===== config.mk =====
export PLATFORM = sky130hd
export DESIGN_NAME = dmem_ctrl
export DESIGN_NICKNAME = d
export VERILOG_FILES = /design/src/rtl/dmem_pkg.sv /design/src/rtl/dmem_timer.sv /design/src/rtl/dmem_ctrl.sv
export SDC_FILE = /design/constraint.sdc
export NUM_CORES = 1
export LEC_CHECK = 0
export BUFFER_PORTS_ARGS = -buffer_cell sky130_fd_sc_hd__buf_2
export CORE_MARGIN = 4
export CORE_UTILIZATION = 35
export CTS_BUF_LIST = sky130_fd_sc_hd__clkbuf_2
export CTS_CLUSTER_DIAMETER = 30
export DETAILED_ROUTE_END_ITERATION = 10
export GPL_TIMING_DRIVEN = 0
export SETUP_SLACK_MARGIN = 0.4
export SKIP_CTS_REPAIR_TIMING = 1
export SYNTH_ARGS = -nofsm -noshare
export SYNTH_HDL_FRONTEND = slang
export SYNTH_SLANG_ARGS = --single-unit

===== constraint.sdc =====
create_clock -name clock -period 2.8 [get_ports clock]
set_input_delay 0.42 -clock clock [delete_from_list [all_inputs] [get_ports clock]]
set_output_delay 0.42 -clock clock [all_outputs]
set_load 0.02 [all_outputs]

===== src/rtl/dmem_pkg.sv =====
// Shared types and defaults for the data-memory access controller.
package dmem_pkg;

  typedef enum logic [1:0] {
    IDLE = 2'd0,
    BUSY = 2'd1,
    DONE = 2'd2
  } dmem_state_e;

  localparam int          DEFAULT_TIMEOUT  = 16;
  localparam logic [31:0] DEFAULT_ERR_DATA = 32'h0000_0000;

  // Word accesses only: the two low byte-address bits must be zero.
  function automatic logic is_aligned(input logic [1:0] lsb);
    return (lsb == 2'b00);
  endfunction

endpackage


===== src/rtl/dmem_timer.sv =====
// Wait-cycle counter for an outstanding memory request. Cleared when a
// request is launched, incremented per unacknowledged BUSY cycle, and
// saturating at TIMEOUT-1 where it raises the terminal-count flag.
module dmem_timer #(
  parameter int TIMEOUT = 16
) (
  input  logic clock,
  input  logic Reset,
  input  logic clear,
  input  logic inc,
  output logic term
);

  localparam int W = $clog2(TIMEOUT) + 1;
  localparam logic [W-1:0] LAST = W'(TIMEOUT - 1);

  logic [W-1:0] count;

  // Count up while asked to, never past the terminal value.
  always_ff @(posedge clock) begin
    if (Reset || clear) begin
      count <= '0;
    end else if (inc && !term) begin
      count <= count + W'(1);
    end
  end

  assign term = (count == LAST);

endmodule


===== src/rtl/dmem_ctrl.sv =====
// Data-memory access controller: turns the core's level load/store
// requests into a req/ack bus cycle and stalls the core until the access
// completes, is rejected as misaligned, or times out.
//
// Bus handshake: mem_req is registered and stays high for every BUSY cycle
// with mem_we/mem_addr/mem_wdata stable; mem_ack is sampled only while
// BUSY and completes the cycle, with mem_rdata valid in that same cycle.
// mem_req always drops the cycle after ack (or after timeout) and at least
// one IDLE cycle separates two requests.
module dmem_ctrl
  import dmem_pkg::*;
#(
  parameter int          TIMEOUT  = DEFAULT_TIMEOUT,
  parameter logic [31:0] ERR_DATA = DEFAULT_ERR_DATA
) (
  input  logic        clock,
  input  logic        Reset,
  input  logic        memread,
  input  logic        memwrite,
  input  logic [31:0] address,
  input  logic [31:0] writedata,
  output logic [31:0] readdata,
  output logic        stall,
  output logic        mem_err,
  output logic        mem_req,
  output logic        mem_we,
  output logic [29:0] mem_addr,
  output logic [31:0] mem_wdata,
  input  logic [31:0] mem_rdata,
  input  logic        mem_ack,
  output logic [1:0]  dbg_state
);

  dmem_state_e state, next_state;
  logic        access;
  logic        aligned;
  logic        err_flag;
  logic        timer_clr;
  logic        timer_inc;
  logic        timer_term;

  assign access    = memread | memwrite;
  assign aligned   = is_aligned(address[1:0]);
  assign dbg_state = state;
  assign mem_err   = (state == DONE) && err_flag;

  dmem_timer #(
    .TIMEOUT (TIMEOUT)
  ) u_timer (
    .clock (clock),
    .Reset (Reset),
    .clear (timer_clr),
    .inc   (timer_inc),
    .term  (timer_term)
  );

  // State register.
  always_ff @(posedge clock) begin
    if (Reset) begin
      state <= IDLE;
    end else begin
      state <= next_state;
    end
  end

  // Next-state, stall and timer control.
  always_comb begin
    next_state = state;
    stall      = 1'b0;
    timer_clr  = 1'b0;
    timer_inc  = 1'b0;
    case (state)
      IDLE: begin
        if (access) begin
          stall = 1'b1;
          if (aligned) begin
            timer_clr  = 1'b1;
            next_state = BUSY;
          end else begin
            next_state = DONE;
          end
        end
      end
      BUSY: begin
        stall = 1'b1;
        if (mem_ack || timer_term) begin
          next_state = DONE;
        end else begin
          timer_inc = 1'b1;
        end
      end
      DONE: begin
        // The core advances this cycle; its next instruction is seen in IDLE.
        next_state = IDLE;
      end
      default: begin
        next_state = IDLE;
      end
    endcase
  end

  // Request strobe: high exactly while the FSM sits in BUSY.
  always_ff @(posedge clock) begin
    if (Reset) begin
      mem_req <= 1'b0;
    end else begin
      mem_req <= (next_state == BUSY);
    end
  end

  // Bus fields, error flag and load-data register.
  always_ff @(posedge clock) begin
    if (Reset) begin
      mem_we    <= 1'b0;
      mem_addr  <= '0;
      mem_wdata <= '0;
      err_flag  <= 1'b0;
      readdata  <= '0;
    end else begin
      case (state)
        IDLE: begin
          if (access) begin
            err_flag <= !aligned;
            if (aligned) begin
              // A store wins when both controls are high.
              mem_we    <= memwrite;
              mem_addr  <= address[31:2];
              mem_wdata <= writedata;
            end else if (!memwrite) begin
              readdata <= ERR_DATA;
            end
          end
        end
        BUSY: begin
          if (mem_ack) begin
            err_flag <= 1'b0;
            if (!mem_we) begin
              readdata <= mem_rdata;
            end
          end else if (timer_term) begin
            err_flag <= 1'b1;
            if (!mem_we) begin
              readdata <= ERR_DATA;
            end
          end
        end
        DONE: begin
          err_flag <= 1'b0;
        end
        default: begin
          err_flag <= 1'b0;
        end
      endcase
    end
  end

endmodule


==> results of run 1 <==
==> cell families (layout without fill, tap and decap cells) <==
kind of cell	after synthesis	count (layout)	share of synthesized area, %
compound gates	157	157	24.9
xor+xnor	1	1	0.213
fa+ha+maj	2	2	0.607
buf+inv	51	305	6.29
flops	104	104	50.5
other cells	0	1	0
simple gates	85	85	17.5
==> layout make-up <==
| class | count | share of cell area, % |
|---|---|---|
| sequential | 104 | 36.1 |
| timing repair buffer | 238 | 24.1 |
| tap | 143 | 3.10 |
| clock inverter | 5 | 0.412 |
| antenna | 1 | 0.0434 |
| multi-input combinational | 245 | 30.8 |
| clock buffer | 11 | 0.954 |
| buffer | 46 | 4.16 |
| inverter | 5 | 0.325 |
==> layout by cell type, fill, tap and decap left out, types with 4 or more instances in the layout <==
cell and count:
a32o_1 32, a21oi_1 52, dlygate4sd3_1 40, nand3b_1 45, clkinv_1 4, dfxtp_1 104, nand2_1 4, nor2_1 4
buf_2 207, nor4b_1 6, clkbuf_2 11, clkbuf_1 29, o21ai_0 50, inv_1 4, a31o_1 14, buf_6 7
nor4b_2 13
==> state kept, by name, indices dropped and copies added, names as in the netlist <==
name and flops:
readdata 32, u_timer.count 5, mem_wdata 32, dbg_state 2, mem_addr 30, err_flag 1
mem_we 1, mem_req 1
==> power groups by stage <==
| stage | logic [mW] | registers, mW | clock network [mW] |
|---|---|---|---|
| CTS | 0.427 | 1.56 | 0.633 |
| global route | 0.510 | 1.57 | 0.686 |
| finish | 0.467 | 1.56 | 0.589 |
| floorplan | 0.186 | 1.65 | 0 |
| detailed placement | 0.426 | 1.59 | 0 |
| global placement | 0.421 | 1.59 | 0 |
==> critical path, stage by stage, from the launching register on <==
cell and delay (ps):
dfxtp_1 390, ha_1 210, and3_1 180, ha_1 210
or4b_1 460, clkbuf_1 180, or3_1 360, a21oi_1 140
==> cell usage after synthesis (all sizes together) (4+ instances only) <==
cell type / n
nand3b: 45
dfxtp: 104
a21oi: 52
nor4b: 20
a32o: 32
buf: 17
o21ai: 52
a31o: 17
clkbuf: 29
inv: 4
nand2: 4
nor2: 5
==> final timing paths <==
path	startpoint	end	cells after the start
worst max-delay path	u_timer.count[0]	u_timer.count[3]	7
worst max register to register	u_timer.count[0]	u_timer.count[3]	7
worst min-delay path	writedata[13]	mem_wdata[13]	3
worst min register to register	mem_addr[22]	mem_addr[22]	2
==> metal layers <==
metal | routed length [um] | global-route usage, % | share of wire [%] | vias to the layer above
met4 | 292 | 8.28 | 2.3 | 0
li1 | - | - | - | 2014
met3 | 811 | 4.15 | 6.3 | 20
met2 | 6310 | 28.7 | 49 | 133
met5 | 0 | 0 | 0 | -
met1 | 5380 | 22.5 | 42 | 1956
==> results.yml, run 1 <==
run_status:
  outcome: "finished, final reports clean"
power:
  combPwrFrac_pct: 17.8
  p_switching_mw: 0.764
  power_frac_seq_pct: 59.7
  p_clk_share_pct: 22.5
  peakVddDrop_v: 0.000225
  p_sw_share_pct: 29.2
  power_leakage_nw: 2.49
  power_mw: 2.62
  power.density_mw_per_mm2: 453
  p_int_mw: 1.85
synth:
  synth_nets: 503
  synth.cell_area_mm2: 0.00412
  synth.largest_area_cell: "dfxtp_1"
  synth-edff-count: 0
  syn_avg_cell_area_um2: 10.3
  syn_inst: 400
  yosys_warnings: 0
  synth_flop_cell: "dfxtp_1"
  synth_cell_type_count: 32
  yosysTopAreaCellShare_pct: 50.5
  ys_seq_area_share_pct: 50.5
  synth_seq_cells: 104
  yosys-top-cells-area: "dfxtp_1 (51%), nand3b_1 (8.2%), a32o_1 (7.8%), a21oi_1 (6.3%), o21ai_0 (6.1%)"
  async_flop_share_pct: 0
routing:
  routed_wl_um: 12800
  ant_nets: 0
  drtIter0Drc: 227
  num_vias: 4123
  drtPass1Iterations: 4
  drc: 0
  via_per_inst: 5.17
  wl_per_cell_um: 16.0
global_routing:
  overflow: 0
  grt_usage_pct: 17.8
  grt_max_degree: 16
  grt_pass1_vias: 3845
  antenna_found_initial: 1
  grt_pass1_wl_um: 19000
worst_setup_path:
  worstSetupPathType: "reg -> reg"
  cp.arrival_ps: 2700
  rrSetupSlack_ps: 630
  cp-end-kind: "flip-flop"
  worstPathRequired_ps: 3330
  startpoint_type: "flip-flop"
  critPathMaxFanout: 7
timing:
  rsz0062_at_grt: "no"
  fin_tns_setup_ps: 0
  clock.fmax_mhz: 460
  setup_slack_ps: 625
  fin_crit_ps: 2170
  timing_max_transition_violations_final: 0
  clock_skew_ps: 23.1
  slew_headroom_pct: 44.7
  hold_viol_final: 0
  min_period_over_period_pct: 77.7
  setup_viol: 0
  max_slew.worst_pin.slew_ps: 822
  timing.hold.ws_ps: 68.4
place:
  placed_area_mm2: 0.00529
  place_inst: 741
  pre_cts_ws_ps: 677
  place_congestion: 0.799
  dpl.hpwl_um: 9370
  portBuffers: 198
flow_run:
  maxCapViolCount: 0
clock_network:
  clock-root-buffer: "clkbuf_2"
  cts_tree: "yes"
  cts_made_buffers: 9
  clk_pin_slew_ps: 250
  insertion_delay_ps: 570
  clock-sinks: 104
  clk_path_buf_depth: 2
  cts-htree-levels: 3
worst_hold_path:
  hp-class: "in -> reg"
die:
  rows: 39
  ios: 201
  die_area_mm2: 0.0136
  die_y_um: 117
  core_mm2: 0.0115
  die-width_um: 117
  initial_core_util_pct: 35.9
layout:
  area_growth_pct: 40.1
  utilization_pct: 50.3
  drive_above_1_share_pct: 37.8
  multi_input_area_mm2: 0.00178
  nets: 752
  fillers: 1085
  seq_area_mm2: 0.00208
  final_area_mm2: 0.00577
  finalNonFillerCells: 798
Power figures use the tool's default switching activity.
==> run 2: changes to the inputs <==
PLACE_DENSITY = 0.66   (was not set)
clock period = 1.8 ns   (was 2.8 ns; I/O delays follow)
==> results.yml, run 2 (synthesis gave the netlist of run 1 again) <==
global_routing:
  grt-busiest-layer: "met2"
  grt_pass1_vias: 3895
  grt_usage_pct: 18.2
  met1_usage_pct: 23.0
  grt_max_degree: 17
  use_met3_pct: 3.89
  overflow: 0
  antenna_found_initial: 0
  grt_pass1_wl_um: 19300
  met2_usage_pct: 29.9
layout:
  area_growth_pct: 101
  nets: 846
  multi_input_area_mm2: 0.00231
  diodes: 0
  final_cell_mix: "buf_6 (109), buf_2 (104), dfxtp_2 (96)"
  fillers: 756
  drive_above_1_share_pct: 63.9
  reg.largest.list: "mem_wdata x32, readdata x32, mem_addr x30"
  finalNonFillerCells: 891
  final_common_cell: "buf_6"
  seq_area_mm2: 0.00222
timing:
  hold_viol_final: 0
  clock_skew_ps: 12.7
  setup_viol: 65
  min_period_over_period_pct: 113
  setup_slack_ps: -238
  fin_crit_ps: 2040
  slew_headroom_pct: 43.3
  max_slew.worst_pin.slew_ps: 851
  timing.hold.ws_ps: 44.5
  clock.fmax_mhz: 491
  rsz0062_at_grt: "yes"
  timing_max_transition_violations_final: 0
power:
  power_leakage_nw: 3.34
  power.density_mw_per_mm2: 617
  peakVddDrop_v: 0.000441
clock_network:
  cts-htree-levels: 3
  cts_made_buffers: 9
  clk_pin_slew_ps: 270
  clock-sinks: 104
  clock-root-buffer: "clkbuf_2"
  insertion_delay_ps: 620
  clk_path_buf_depth: 2
  cts_tree: "yes"
flow_run:
  maxCapViolCount: 0
worst_setup_path:
  cp-end-kind: "flip-flop"
  critPathMaxFanout: 6
  cp.arrival_ps: 2610
  worstPathRequired_ps: 2370
  worstSetupPathType: "reg -> reg"
  startpoint_type: "flip-flop"
die:
  die_y_um: 117
  rows: 39
  ios: 201
  core_mm2: 0.0115
  die_area_mm2: 0.0136
  die-width_um: 117
  initial_core_util_pct: 35.9
routing:
  num_vias: 4820
  ant_nets: 0
  drc: 0
  drtIter0Drc: 314
  routed_wl_um: 17700
  drtPass1Iterations: 5
  wl_per_cell_um: 19.9
  via_per_inst: 5.41
worst_hold_path:
  hp-class: "in -> reg"
place:
  place_congestion: 0.799
  portBuffers: 198
  dpl.hpwl_um: 9650
  place_inst: 741
run_status:
  outcome: "finished with violations"
  violations: "setup timing"
## run 2: cell types whose count changed in the layout (fill, tap and decap cells not counted), sizes merged
cell         delta
dlygate4sd3    +54
buf            +38
bufinv          +3
clkinv          -1
diode           -1
## run 2: where the power goes
group          total, mW  switching [mW]  internal [mW]
Sequential          2.47          0.0719           2.40
Combinational       1.23           0.578          0.656
Clock               1.40           0.815          0.585
## run 2: area by class of cell
class / instances / area share, %
buffer: 46 / 4.72
clock buffer: 9 / 0.545
clock inverter: 7 / 1.33
inverter: 5 / 0.257
multi-input combinational: 245 / 27.9
sequential: 104 / 26.8
tap: 143 / 2.16
timing repair buffer: 332 / 36.3
## run 2: worst paths after layout
path | startpoint | endpoint | slack, ps | cells after the start
worst max-delay path | u_timer.count[1] | u_timer.count[2] | -240 | 7
worst min-delay path | address[5] | mem_addr[3] | 40 | 3
worst max register to register | u_timer.count[1] | u_timer.count[2] | -240 | 7
worst min register to register | mem_wdata[12] | mem_wdata[12] | 490 | 2
## run 2: layer usage
layer,vias to the layer above,wire length [um]
met2,212,9630
met5,-,0
met1,2356,6740
met3,44,895
met4,0,475
li1,2208,-
## run 2: stage by stage
step	setup slack (ps)	TNS (ps)	total power [mW]	area, um^2	util [%]
floorplan	-58.3	-462	2.88	4240	-
global placement	-166	-7040	3.15	5410	47.2
detailed placement	-196	-9240	3.17	5410	47.2
CTS	-226	-7060	4.54	5560	48.5
global route	-270	-8860	5.31	8270	72.1
finish	-238	-5720	5.10	8270	72.1
## run 2: critical path, cell delays in order, from the launching register on
cell,delay (ps)
dfxtp_4,420
ha_4,160
and3_4,180
ha_4,170
or4b_4,480
buf_6,150
or3_1,300
a21oi_1,140
